## config.mk

```make
export PLATFORM = sky130hd
export DESIGN_NAME = if_fetch_queue
export DESIGN_NICKNAME = d
export VERILOG_FILES = /design/src/rtl/if_fetch_queue.sv
export SDC_FILE = /design/constraint.sdc
export NUM_CORES = 1
export LEC_CHECK = 0
export CAP_MARGIN = 5
export CORE_MARGIN = 2
export CORE_UTILIZATION = 45
export CTS_CLUSTER_DIAMETER = 100
export DETAILED_ROUTE_END_ITERATION = 6
export GPL_TIMING_DRIVEN = 0
export PLACE_DENSITY_LB_ADDON = 0.3
export SLEW_MARGIN = 10
export SYNTH_ARGS = -nofsm -noshare
export SYNTH_HDL_FRONTEND = slang
export SYNTH_SLANG_ARGS = --single-unit
```

## constraint.sdc

```tcl
create_clock -name clk -period 5.4 [get_ports clk]
set_clock_uncertainty 0.1 [all_clocks]
set_input_delay 1.08 -clock clk [delete_from_list [all_inputs] [get_ports clk]]
set_output_delay 1.08 -clock clk [all_outputs]
set_load 0.005 [all_outputs]
```

## src/rtl/if_fetch_queue.sv

```systemverilog
// Instruction-fetch stage: holds the PC, issues in-order fetches and buffers
// returned words in a PC-tagged queue that feeds decode over valid/ready.
module if_fetch_queue #(
    parameter int          DEPTH    = 2,
    parameter logic [63:0] RESET_PC = 64'h0
) (
    input  logic        clk,
    input  logic        reset,
    output logic        imem_req_valid,
    input  logic        imem_req_ready,
    output logic [63:0] imem_req_addr,
    input  logic        imem_rsp_valid,
    input  logic [31:0] imem_rsp_data,
    input  logic        redirect_valid,
    input  logic [63:0] redirect_pc,
    output logic        id_valid,
    input  logic        id_ready,
    output logic [63:0] id_pc,
    output logic [31:0] id_instruction
);

    // Handshakes: a transfer happens in any cycle where valid && ready are both
    // high at the rising edge; valid never depends on ready.
    localparam int PW = $clog2(DEPTH);
    localparam int CW = $clog2(DEPTH + 1);
    localparam logic [CW:0] DEPTH_C = (CW + 1)'(DEPTH);

    logic [63:0]       pc;
    logic [63:0]       q_pc    [DEPTH];
    logic [31:0]       q_instr [DEPTH];
    logic [DEPTH-1:0]  q_filled;
    logic [PW-1:0]     alloc_ptr;
    logic [PW-1:0]     fill_ptr;
    logic [PW-1:0]     head_ptr;
    logic [CW-1:0]     used;
    logic [CW-1:0]     drop_cnt;

    logic [CW-1:0]     filled_cnt;
    logic [CW-1:0]     unfilled;
    logic              req_fire;
    logic              pop;
    logic              rsp_drop;
    logic              rsp_fill;
    logic              rsp_stale;
    logic [CW-1:0]     redir_drop;
    logic [CW-1:0]     used_next;

    always_comb begin
        filled_cnt = '0;
        for (int i = 0; i < DEPTH; i++) begin
            filled_cnt = filled_cnt + CW'(q_filled[i]);
        end
    end

    // Filled flags are only ever set on live entries, so the rest are in flight.
    assign unfilled = used - filled_cnt;

    assign imem_req_valid = !reset && !redirect_valid &&
                            (({1'b0, used} + {1'b0, drop_cnt}) < DEPTH_C);
    assign imem_req_addr  = pc;
    assign req_fire       = imem_req_valid && imem_req_ready;

    assign id_valid       = (used != '0) && q_filled[head_ptr];
    assign id_pc          = q_pc[head_ptr];
    assign id_instruction = q_instr[head_ptr];
    assign pop            = id_valid && id_ready && !redirect_valid;

    // A same-cycle response may land in the entry being allocated right now.
    assign rsp_drop  = imem_rsp_valid && (drop_cnt != '0);
    assign rsp_fill  = imem_rsp_valid && (drop_cnt == '0) &&
                       ((unfilled != '0) || req_fire);
    assign rsp_stale = imem_rsp_valid && ((drop_cnt != '0) || (unfilled != '0));
    assign redir_drop = drop_cnt + unfilled - CW'(rsp_stale);

    assign used_next = used + CW'(req_fire) - CW'(pop);

    always_ff @(posedge clk) begin
        if (reset) begin
            pc        <= RESET_PC;
            alloc_ptr <= '0;
            fill_ptr  <= '0;
            head_ptr  <= '0;
            used      <= '0;
            drop_cnt  <= '0;
            q_filled  <= '0;
        end else if (redirect_valid) begin
            pc        <= redirect_pc & ~64'h3;
            alloc_ptr <= '0;
            fill_ptr  <= '0;
            head_ptr  <= '0;
            used      <= '0;
            drop_cnt  <= redir_drop;
            q_filled  <= '0;
        end else begin
            if (req_fire) begin
                q_pc[alloc_ptr]     <= pc;
                q_filled[alloc_ptr] <= 1'b0;
                alloc_ptr           <= alloc_ptr + 1'b1;
                pc                  <= pc + 64'd4;
            end
            if (pop) begin
                q_filled[head_ptr] <= 1'b0;
                head_ptr           <= head_ptr + 1'b1;
            end
            if (rsp_drop) begin
                drop_cnt <= drop_cnt - 1'b1;
            end
            // Placed after the allocation so a same-cycle fill wins the flag.
            if (rsp_fill) begin
                q_instr[fill_ptr]  <= imem_rsp_data;
                q_filled[fill_ptr] <= 1'b1;
                fill_ptr           <= fill_ptr + 1'b1;
            end
            used <= used_next;
        end
    end

endmodule

```

==> results of run 1 <==
==> flip-flops by register name, indices dropped and copies added, names as in the netlist, named ones only <==
name / count
q_pc: 124
q_instr: 64
imem_req_addr: 62
drop_cnt: 2
q_filled: 2
used: 2
alloc_ptr: 1
fill_ptr: 1
head_ptr: 1
==> area by class of cell <==
cell class	count	area share
flip-flops and latches	260	0.466
repair buffers	261	0.175
clock inverters	15	0.00807
inverters	15	0.00387
diodes	6	0.000988
multi-input cells	541	0.256
plain buffers	44	0.0124
clock buffers	35	0.0506
well taps	324	0.0267
==> worst max-delay path: cells and delay by family (launching register included) <==
kind / cells / cell delay, ns
muxes: 1 / 0.40
DFF: 1 / 0.51
buffers and inverters: 3 / 1.65
==> per-stage QoR <==
stage	hold WS, ns	power, mW	cells	area [um^2]
after floorplan	0.344	2.61	860	11200
after global placement	0.353	2.93	1441	14200
after detailed placement	0.387	2.95	1445	14300
after CTS	0.395	4.80	1495	15200
after global routing	0.426	4.95	1497	15200
final	0.391	4.78	1501	15200
==> metal layers <==
metal	up-vias	part of all wire	global-route usage	wire length (um)
li1	3845	-	-	-
met1	4124	0.40	0.306	12700
met2	467	0.46	0.380	14700
met3	66	0.11	0.0689	3380
met4	2	0.027	0.0756	855
met5	-	0.00041	0	13
==> where the power goes <==
part           total [mW]  switching, mW  internal [mW]
registers            2.33         0.0901           2.24
logic               0.592          0.284          0.309
clock network        1.86          0.763           1.09
total                4.78           1.14           3.65
==> cells by family (layout without fill, tap and decap cells) <==
logic type      after synthesis  in the layout  synth area share
xor+xnor                     41             41            0.0321
fa+ha+maj                    10             10            0.0125
other cells                   1             10          0.000335
compound gates              114            114            0.0663
simple gates                270            270             0.131
buf+inv                      59            370            0.0218
flops                       260            260             0.633
mux                         102            102             0.102
==> placed cells by master (no fill, tap or decap), types with 18 or more instances in the layout <==
cell	count
clkdlybuf4s50_1	257
edfxtp_1	188
mux2_2	97
dfxtp_1	72
nand2_1	57
nor2_1	55
a21oi_1	38
clkbuf_1	36
xnor2_1	31
nand4_1	30
clkbuf_16	29
nand3_1	25
nor3_1	21
and3_1	18
==> final timing paths <==
check	to	slack, ns	depth (start not counted)
worst max-delay path	id_pc[35]	1.13	4
worst max register to register	q_pc[0][11]$_DFFE_PP_	1.31	10
worst min register to register	q_filled[0]$_SDFF_PP0_	0.39	2
worst min-delay path	q_filled[0]$_SDFF_PP0_	0.39	2
==> results.md, run 1 <==
- WL final: about 32000 um
- CTS resizes: 0
- Required @ worst endpoint: 4.22 ns
- Total die area: roughly 26000 um^2
- Synthesized area per cell: approximately 13 um^2
- Count of final setup violators: 0
- Crit path DAT: 3.09 ns
- Worst reg2reg path startpoint: used[0]$_SDFF_PP0_
- Overall routing resource usage: 0.235
- Setup WS pre-CTS: 0.849 ns
- Count leader, synth: edfxtp_1
- CP Launch Type: flip-flop
- Crit-path cells: clkbuf_1, clkbuf_1, mux2_2, clkdlybuf4s50_1
- Core area: 24400 um^2
- Max-Cap Viols: 0
- Critical path class: flip-flop to output pin
- Biggest area consumer among synthesized cells: edfxtp_1
- RSZ-0062 raised after global routing: false
- TritonCTS buffer count: 28
- Fillers: 1935
- Grt total ovfl: 0
- Setup ws final: between 1 and 1.5 ns
- Hpwl dp: between 20000 and 25000 um
- I/O pin cnt: around 260
- Via density: 5.67
- Post-CTS setup buffers: 0
- Syn. warnings: 0
- PortBufs: about 260
- Post-synth ARST share: 0
- Clock transition at the registers of the reported paths: 0.06 ns
- PD cells: roughly 310 nW/um^2
- Mapped Area: between 10000 and 15000 um^2
- Cells after synthesis: roughly 860
- Least-Margin Pin Slew: 0.829 ns
- Top FF cell, synth: edfxtp_1
- Post-synth EDFFs: approximately 190
- DR WL/cell: roughly 21 um
- First-pass GRT wire length: about 48000 um
- Slew HR: 0.447
- Area growth syn-to-layout: 35.8%
- Drt drc: 0
- DRT antenna net count: 0
- Synth area leaders: edfxtp_1 (50%), dfxtp_1 (13%), mux2_2 (9.8%), xnor2_1 (2.4%), nand2_1 (1.9%)
- Initial antenna violation count: 5
- Status: completed
- First-pass iteration count of the detailed router: 6
- Hold Crit Start: q_filled[0]$_SDFF_PP0_
- Die W: roughly 160 um
- Peak supply drop: 283 uV
- Slew Viols, Final: 0
- Clk_lat worst skew: around 0.55 ns
- Synth top area share: 0.505
- Number of global-route vias before repair: between 8000 and 9000
- Share of cells above drive strength 1: 0.150
- Nets@finish: about 1300
- CP max stage delay: between 0.6 and 0.7 ns
- Clock Tree Buf Depth: 3
- Routability Congestion: 0.903
- Htree depth: 1
- Fmax: between 200 and 250 MHz
- Chip height: roughly 160 um
- Post-synth top cells: edfxtp_1 (188), mux2_2 (97), dfxtp_1 (72)
- Worst hold path type: flip-flop to flip-flop
- Starting density of the core: 0.459
- Largest net degree at the start of global routing: 56
- Synthesis-stage register bit count: between 200 and 300
- Hold Violations, Final: 0
- Leak: between 5 and 6 nW
- Crit-path most repeated cell: clkbuf_1
- Post-CTS Hold Buffers: 0
- DR iter-0 viols: 866
- Clock Tree Root: clkbuf_16
- FF+latch area: 7090 um^2
- CP max FO: 10
- Setup TNS Final: 0 ns
- Crit end category: output pin
- CTS Sinks: 260
- Final core occ: 0.623
- TritonCTS clock tree: built
- Multi-input gate area: between 3000 and 4000 um^2
- Post-synthesis sequential area ratio: 0.633
- Distinct cells, synth: 61
- Slowest CP cell: clkbuf_1
- FP Rows: 57
- Post-layout min period: 4.27 ns
- Routed via count: 8504
- Final worst-path cycle share: 0.791
(Power assumes the default switching activity.)
==> inputs of run 2 (changes only) <==
clock period = 3.5 ns   (was 5.4 ns; I/O delays follow)
==> run 2 against run 1 <==
Against the previous run: first-iteration DRC count down 3.1%; worst setup slack worse by 1.0 ns; critical path depth unchanged; sequential power up 55%; critical path type unchanged; largest power group unchanged.
==> results.md, run 2 (synthesized netlist as in run 1, its figures left out) <==
- Status: completed
- Hold Violations, Final: 0
- DR WL/cell: ~21 um
- Core area: roughly 24000 um^2
- Clk_lat worst skew: 0.56 ns
- Largest net degree at the start of global routing: 34
- CP Launch Type: flip-flop
- Net switching power of the design: roughly 1.8 mW
- Initial antenna violation count: 7
- Required @ worst endpoint: 2.70 ns
- Number of global-route vias before repair: ~8200
- Flop pwr share: 0.499
- Htree depth: 1
- Fmax: between 200 and 300 MHz
- FP Rows: 57
- Grt total ovfl: 0
- Multi-input gate area: between 3000 and 4000 um^2
- Clock Tree Buf Depth: 3
- Final worst-path cycle share: 0.976
- Dpl cells: ~1400
- Starting density of the core: 0.459
- CTS Sinks: between 200 and 300
- Slew HR: 0.460
- Leak: between 5 and 6 nW
- I/O pin cnt: around 260
- Share of cells above drive strength 1: 0.167
- Total die area: 26100 um^2
- Routability Congestion: ~0.91
- Count of final setup violators: 0
- Fillers: approximately 1900
- Dpl cell area: around 14000 um^2
- Crit path DAT: between 2 and 3 ns
- Setup TNS Final: 0 ns
- P_int: around 5.4 mW
- TritonCTS buffer count: 27
- Largest Register: q_pc
- Peak supply drop: between 300 and 400 uV
- Critical path class: flip-flop to output pin
- Post-route design area: 15300 um^2
- DR iter-0 viols: between 800 and 900
- Overall routing resource usage: 0.235
- Nets@finish: 1267
- Drt drc: 0
- Via density: roughly 5.6
- Commonest non-fill, non-tap cell in the layout: clkdlybuf4s50_1
- WL final: approximately 32000 um
- DRT antenna net count: 0
- Die W: approximately 160 um
- Slew Viols, Final: 0
- Most frequent cells in the layout: clkdlybuf4s50_1 (257), edfxtp_1 (188), mux2_2 (97), dfxtp_1 (71), nand2_1 (57)
- Least-Margin Pin Slew: about 0.81 ns
- Routed via count: ~8400
- Setup ws final: between 0.08 and 0.09 ns
- PD cells: between 400 and 500 nW/um^2
- Chip height: between 150 and 200 um
- Area growth syn-to-layout: 36.4%
- Largest register FFs: about 120
- PortBufs: around 260
- Clk network pwr share: 0.374
- Sw Ratio: 0.245
- TritonCTS clock tree: built
- Max-Cap Viols: 0
- First-pass GRT wire length: 47200 um
- CP max FO: 10
- Clock Tree Root: clkbuf_16
- RSZ-0062 raised after global routing: false
- Hpwl dp: 22000 um
- Worst hold path type: flip-flop to flip-flop
- First-pass iteration count of the detailed router: 6
- Setup WS pre-CTS: -0.546 ns
- Total chip power: between 7 and 8 mW
- FF+latch area: 7090 um^2
- Clock transition at the registers of the reported paths: approximately 0.06 ns
- Combinational share of power: 0.127
- Crit end category: output pin
- Post-layout min period: ~3.4 ns
- Finished Layout Cells: approximately 1500
[run 2: changes by cell type in the layout (fill, tap and decap cells not counted), sizes merged, moves of 2 or more]
cell | previous run | this run
buf | 16 | 22
clkbuf | 67 | 62
clkinv | 12 | 16
bufinv | 2 | 0
[run 2: worst paths after layout]
kind                               start                      to  slack (ns)  cells after the start
setup / recovery               flip-flop       id_instruction[4]        0.08                      4
hold / removal    q_filled[1]$_SDFF_PP0_  q_filled[1]$_SDFF_PP0_        0.41                      1
setup reg to reg      used[0]$_SDFF_PP0_      used[1]$_SDFF_PP0_        0.20                     12
hold reg to reg   q_filled[1]$_SDFF_PP0_  q_filled[1]$_SDFF_PP0_        0.41                      1
[run 2: power groups by stage]
stage	logic, mW	registers, mW	clock network (mW)
2_1_floorplan	0.409	3.62	0
3_3_place_gp	0.852	3.66	0
3_5_place_dp	0.892	3.66	0
4_1_cts	0.916	3.60	2.73
5_1_grt	0.992	3.62	2.85
6_report	0.920	3.60	2.70
[run 2: per-layer routing]
| metal | routed length [um] | vias to the layer above | GRT usage | part of all wire |
|---|---|---|---|---|
| met5 | 11 | - | 0 | 0.00035 |
| met3 | 2990 | 68 | 0.0633 | 0.094 |
| met2 | 15000 | 382 | 0.381 | 0.47 |
| li1 | - | 3865 | - | - |
| met4 | 860 | 2 | 0.0796 | 0.027 |
| met1 | 12900 | 4074 | 0.308 | 0.41 |
[run 2: critical path, stage by stage (launching register included)]
cell and delay (ns):
dfxtp_1 0.48, buf_2 0.41, clkbuf_2 0.35, mux2_2 0.38
clkdlybuf4s50_1 0.46
[run 2: final cells by class]
class / count / area share
Clock inverter: 18 / 0.00640
Inverter: 15 / 0.00394
Buffer: 43 / 0.0129
Clock buffer: 32 / 0.0481
Antenna cell: 7 / 0.00115
Tap cell: 324 / 0.0266
Multi-Input combinational cell: 542 / 0.256
Sequential cell: 260 / 0.465
Timing Repair Buffer: 266 / 0.180
[run 2: timing repair]
action | CTS | global route
setup endpoints to repair | 187 | 79
cloned | 1 | 0
pin swaps | 1 | 1
setup buffers | 4 | 0
gates resized for setup | 11 | 5
hold buffers | 0 | 0
[run 2: metrics by stage]
step / hold WS [ns] / utilization
after floorplan: 0.354 / -
after global placement: 0.370 / 0.582
after detailed placement: 0.382 / 0.587
after CTS: 0.400 / 0.625
after global routing: 0.419 / 0.625
final: 0.408 / 0.626
==> inputs of run 3 (changes only) <==
MAX_ROUTING_LAYER = met4   (was not set)
==> run 3 against run 2 <==
Against the previous run: first-iteration DRC count fell by 16%; global-route usage rose by 0.94 points; sequential share of layout area fell by 0.22 points; die area did not move; worst setup slack got worse by 0.033 ns; sequential cell count did not move; non-clock buffer count fell by 2; total power rose by 4.0%; final area rose by 0.48%; sequential power barely moved; critical path depth rose by 1; register-to-register slack improved by 0.03 ns; critical path type is now input pin to output pin; critical endpoint is now imem_req_valid; largest cell class unchanged; largest power group unchanged.
==> results.md, run 3 (synthesized netlist as in run 1, its figures left out) <==
- Flop pwr share: 0.480
- Htree depth: 1
- Clock Tree Root: clkbuf_16
- Post-layout min period: around 3.4 ns
- Nets@finish: 1266
- Share of cells above drive strength 1: 0.162
- Reg2reg setup slack: 0.23 ns
- Crit end category: output pin
- Commonest non-fill, non-tap cell in the layout: clkdlybuf4s50_1
- CTS Sinks: 260
- Reg2Reg Depth: 12
- Clk network pwr share: 0.398
- Drt drc: 0
- TritonCTS clock tree: built
- Via density: approximately 5.6
- FF-to-FF End: used[1]$_SDFF_PP0_
- Largest net degree at the start of global routing: 34
- FP Rows: 57
- Fillers: between 1500 and 2000
- Slew HR: 0.455
- Least-Margin Pin Slew: about 0.8 ns
- First-pass iteration count of the detailed router: 5
- Peak supply drop: approximately 370 uV
- Core area: approximately 24000 um^2
- CP Launch Type: input pin
- Slew Viols, Final: 0
- Total die area: ~26000 um^2
- Leak: about 5.1 nW
- CP max FO: 9
- Hpwl dp: around 22000 um
- WL final: 31900 um
- TritonCTS buffer count: 28
- Final worst-path cycle share: 0.985
- Crit path DAT: 2.65 ns
- Max-Cap Viols: 0
- Combinational share of power: 0.122
- Starting density of the core: 0.459
- PD cells: around 490 nW/um^2
- First-pass GRT wire length: 47900 um
- I/O pin cnt: between 200 and 300
- Largest Register: q_pc
- Most frequent cells in the layout: clkdlybuf4s50_1 (257), edfxtp_1 (188), mux2_2 (97), dfxtp_1 (71), nand2_1 (57)
- Count of final setup violators: 0
- DR iter-0 viols: 708
- Net switching power of the design: between 1.5 and 2 mW
- WHS Path Cells: 2
- Largest register FFs: roughly 120
- Post-CTS Hold Buffers: 0
- Clock transition at the registers of the reported paths: roughly 0.050 ns
- Worst hold path type: flip-flop to flip-flop
- DRT antenna net count: 0
- P_int: between 5 and 6 mW
- Sw Ratio: 0.235
- Status: completed
- DR WL/cell: about 21 um
- Clk_lat worst skew: ~0.54 ns
- Final hold slack: ~0.4 ns
- Critical path class: input pin to output pin
- PortBufs: approximately 260
- Crit path capture: imem_req_valid
- Clock Tree Buf Depth: 3
- Grt total ovfl: 0
- Fmax: ~290 MHz
- Post-route design area: 15300 um^2
- Required @ worst endpoint: roughly 2.7 ns
- Overall routing resource usage: 0.244
- Dpl cell area: between 10000 and 15000 um^2
- Routed via count: 8455
- Worst setup startpoint: redirect_valid
- Initial antenna violation count: 4
- Area growth syn-to-layout: 37.0%
- Die W: 162 um
- Hold Violations, Final: 0
- Number of global-route vias before repair: around 8400
- Routability Congestion: slightly above 0.9
- Worst reg2reg path startpoint: used[0]$_SDFF_PP0_
- Chip height: ~160 um
[run 3: repair_timing]
item / 4_1_cts / 5_1_grt
cloned: 1 / 0
endpoints found under the setup margin: 187 / 41
endpoints found under the hold margin: 0 / 0
resized for setup: 12 / 3
pin swaps: 1 / 0
setup buffers: 2 / 0
[run 3: stage by stage]
step	util	TNS, ns	setup WS (ns)	total power [mW]	instances
after floorplan	-	0	0.0200	4.03	860
after global placement	0.582	-182.53	-1.27	4.51	1441
after detailed placement	0.587	-62.19	-0.780	4.55	1446
after CTS	0.628	0	0.0287	7.54	1501
after global routing	0.628	-0.0196	-0.0196	7.75	1504
final	0.629	0	0.0518	7.51	1508
[run 3: area by class of cell]
type	count	area, um^2	share of cell area
Antenna cell	8	20.0	0.00131
Timing Repair Buffer	264	2720	0.177
Sequential cell	260	7090	0.462
Clock inverter	11	136	0.00890
Inverter	15	60.1	0.00392
Tap cell	324	405	0.0264
Buffer	43	196	0.0128
Multi-Input combinational cell	542	3910	0.255
Clock buffer	41	801	0.0522
[run 3: worst max-delay path: stages]
cell and delay [ns]:
clkdlybuf4s50_1 0.49, or2_2 0.33, clkbuf_1 0.28, nor3_1 0.26
clkdlybuf4s50_1 0.59
[run 3: worst min path at each step]
stage	startpoint	to	slack, ns
2_1_floorplan	fill_ptr$_SDFFE_PP0N_	q_filled[0]$_SDFF_PP0_	0.35
3_3_place_gp	fill_ptr$_SDFFE_PP0N_	q_filled[0]$_SDFF_PP0_	0.37
3_5_place_dp	q_filled[0]$_SDFF_PP0_	q_filled[0]$_SDFF_PP0_	0.39
4_1_cts	q_filled[0]$_SDFF_PP0_	q_filled[0]$_SDFF_PP0_	0.40
5_1_grt	q_filled[0]$_SDFF_PP0_	q_filled[0]$_SDFF_PP0_	0.42
6_report	q_filled[0]$_SDFF_PP0_	q_filled[0]$_SDFF_PP0_	0.39
[run 3: power by group through the flow]
stage | combinational (mW) | clock, mW | sequential (mW)
CTS | 0.909 | 3.03 | 3.60
floorplan | 0.409 | 0 | 3.62
global placement | 0.853 | 0 | 3.66
detailed placement | 0.889 | 0 | 3.66
global route | 0.986 | 3.14 | 3.62
finish | 0.916 | 2.99 | 3.60
[run 3: layer usage]
| layer | vias up | part of all wire | global-route usage |
|---|---|---|---|
| li1 | 3869 | - | - |
| met1 | 4154 | 0.41 | 0.316 |
| met2 | 370 | 0.48 | 0.392 |
| met3 | 62 | 0.090 | 0.0531 |
| met4 | 0 | 0.024 | 0.0700 |
| met5 | - | 0 | - |
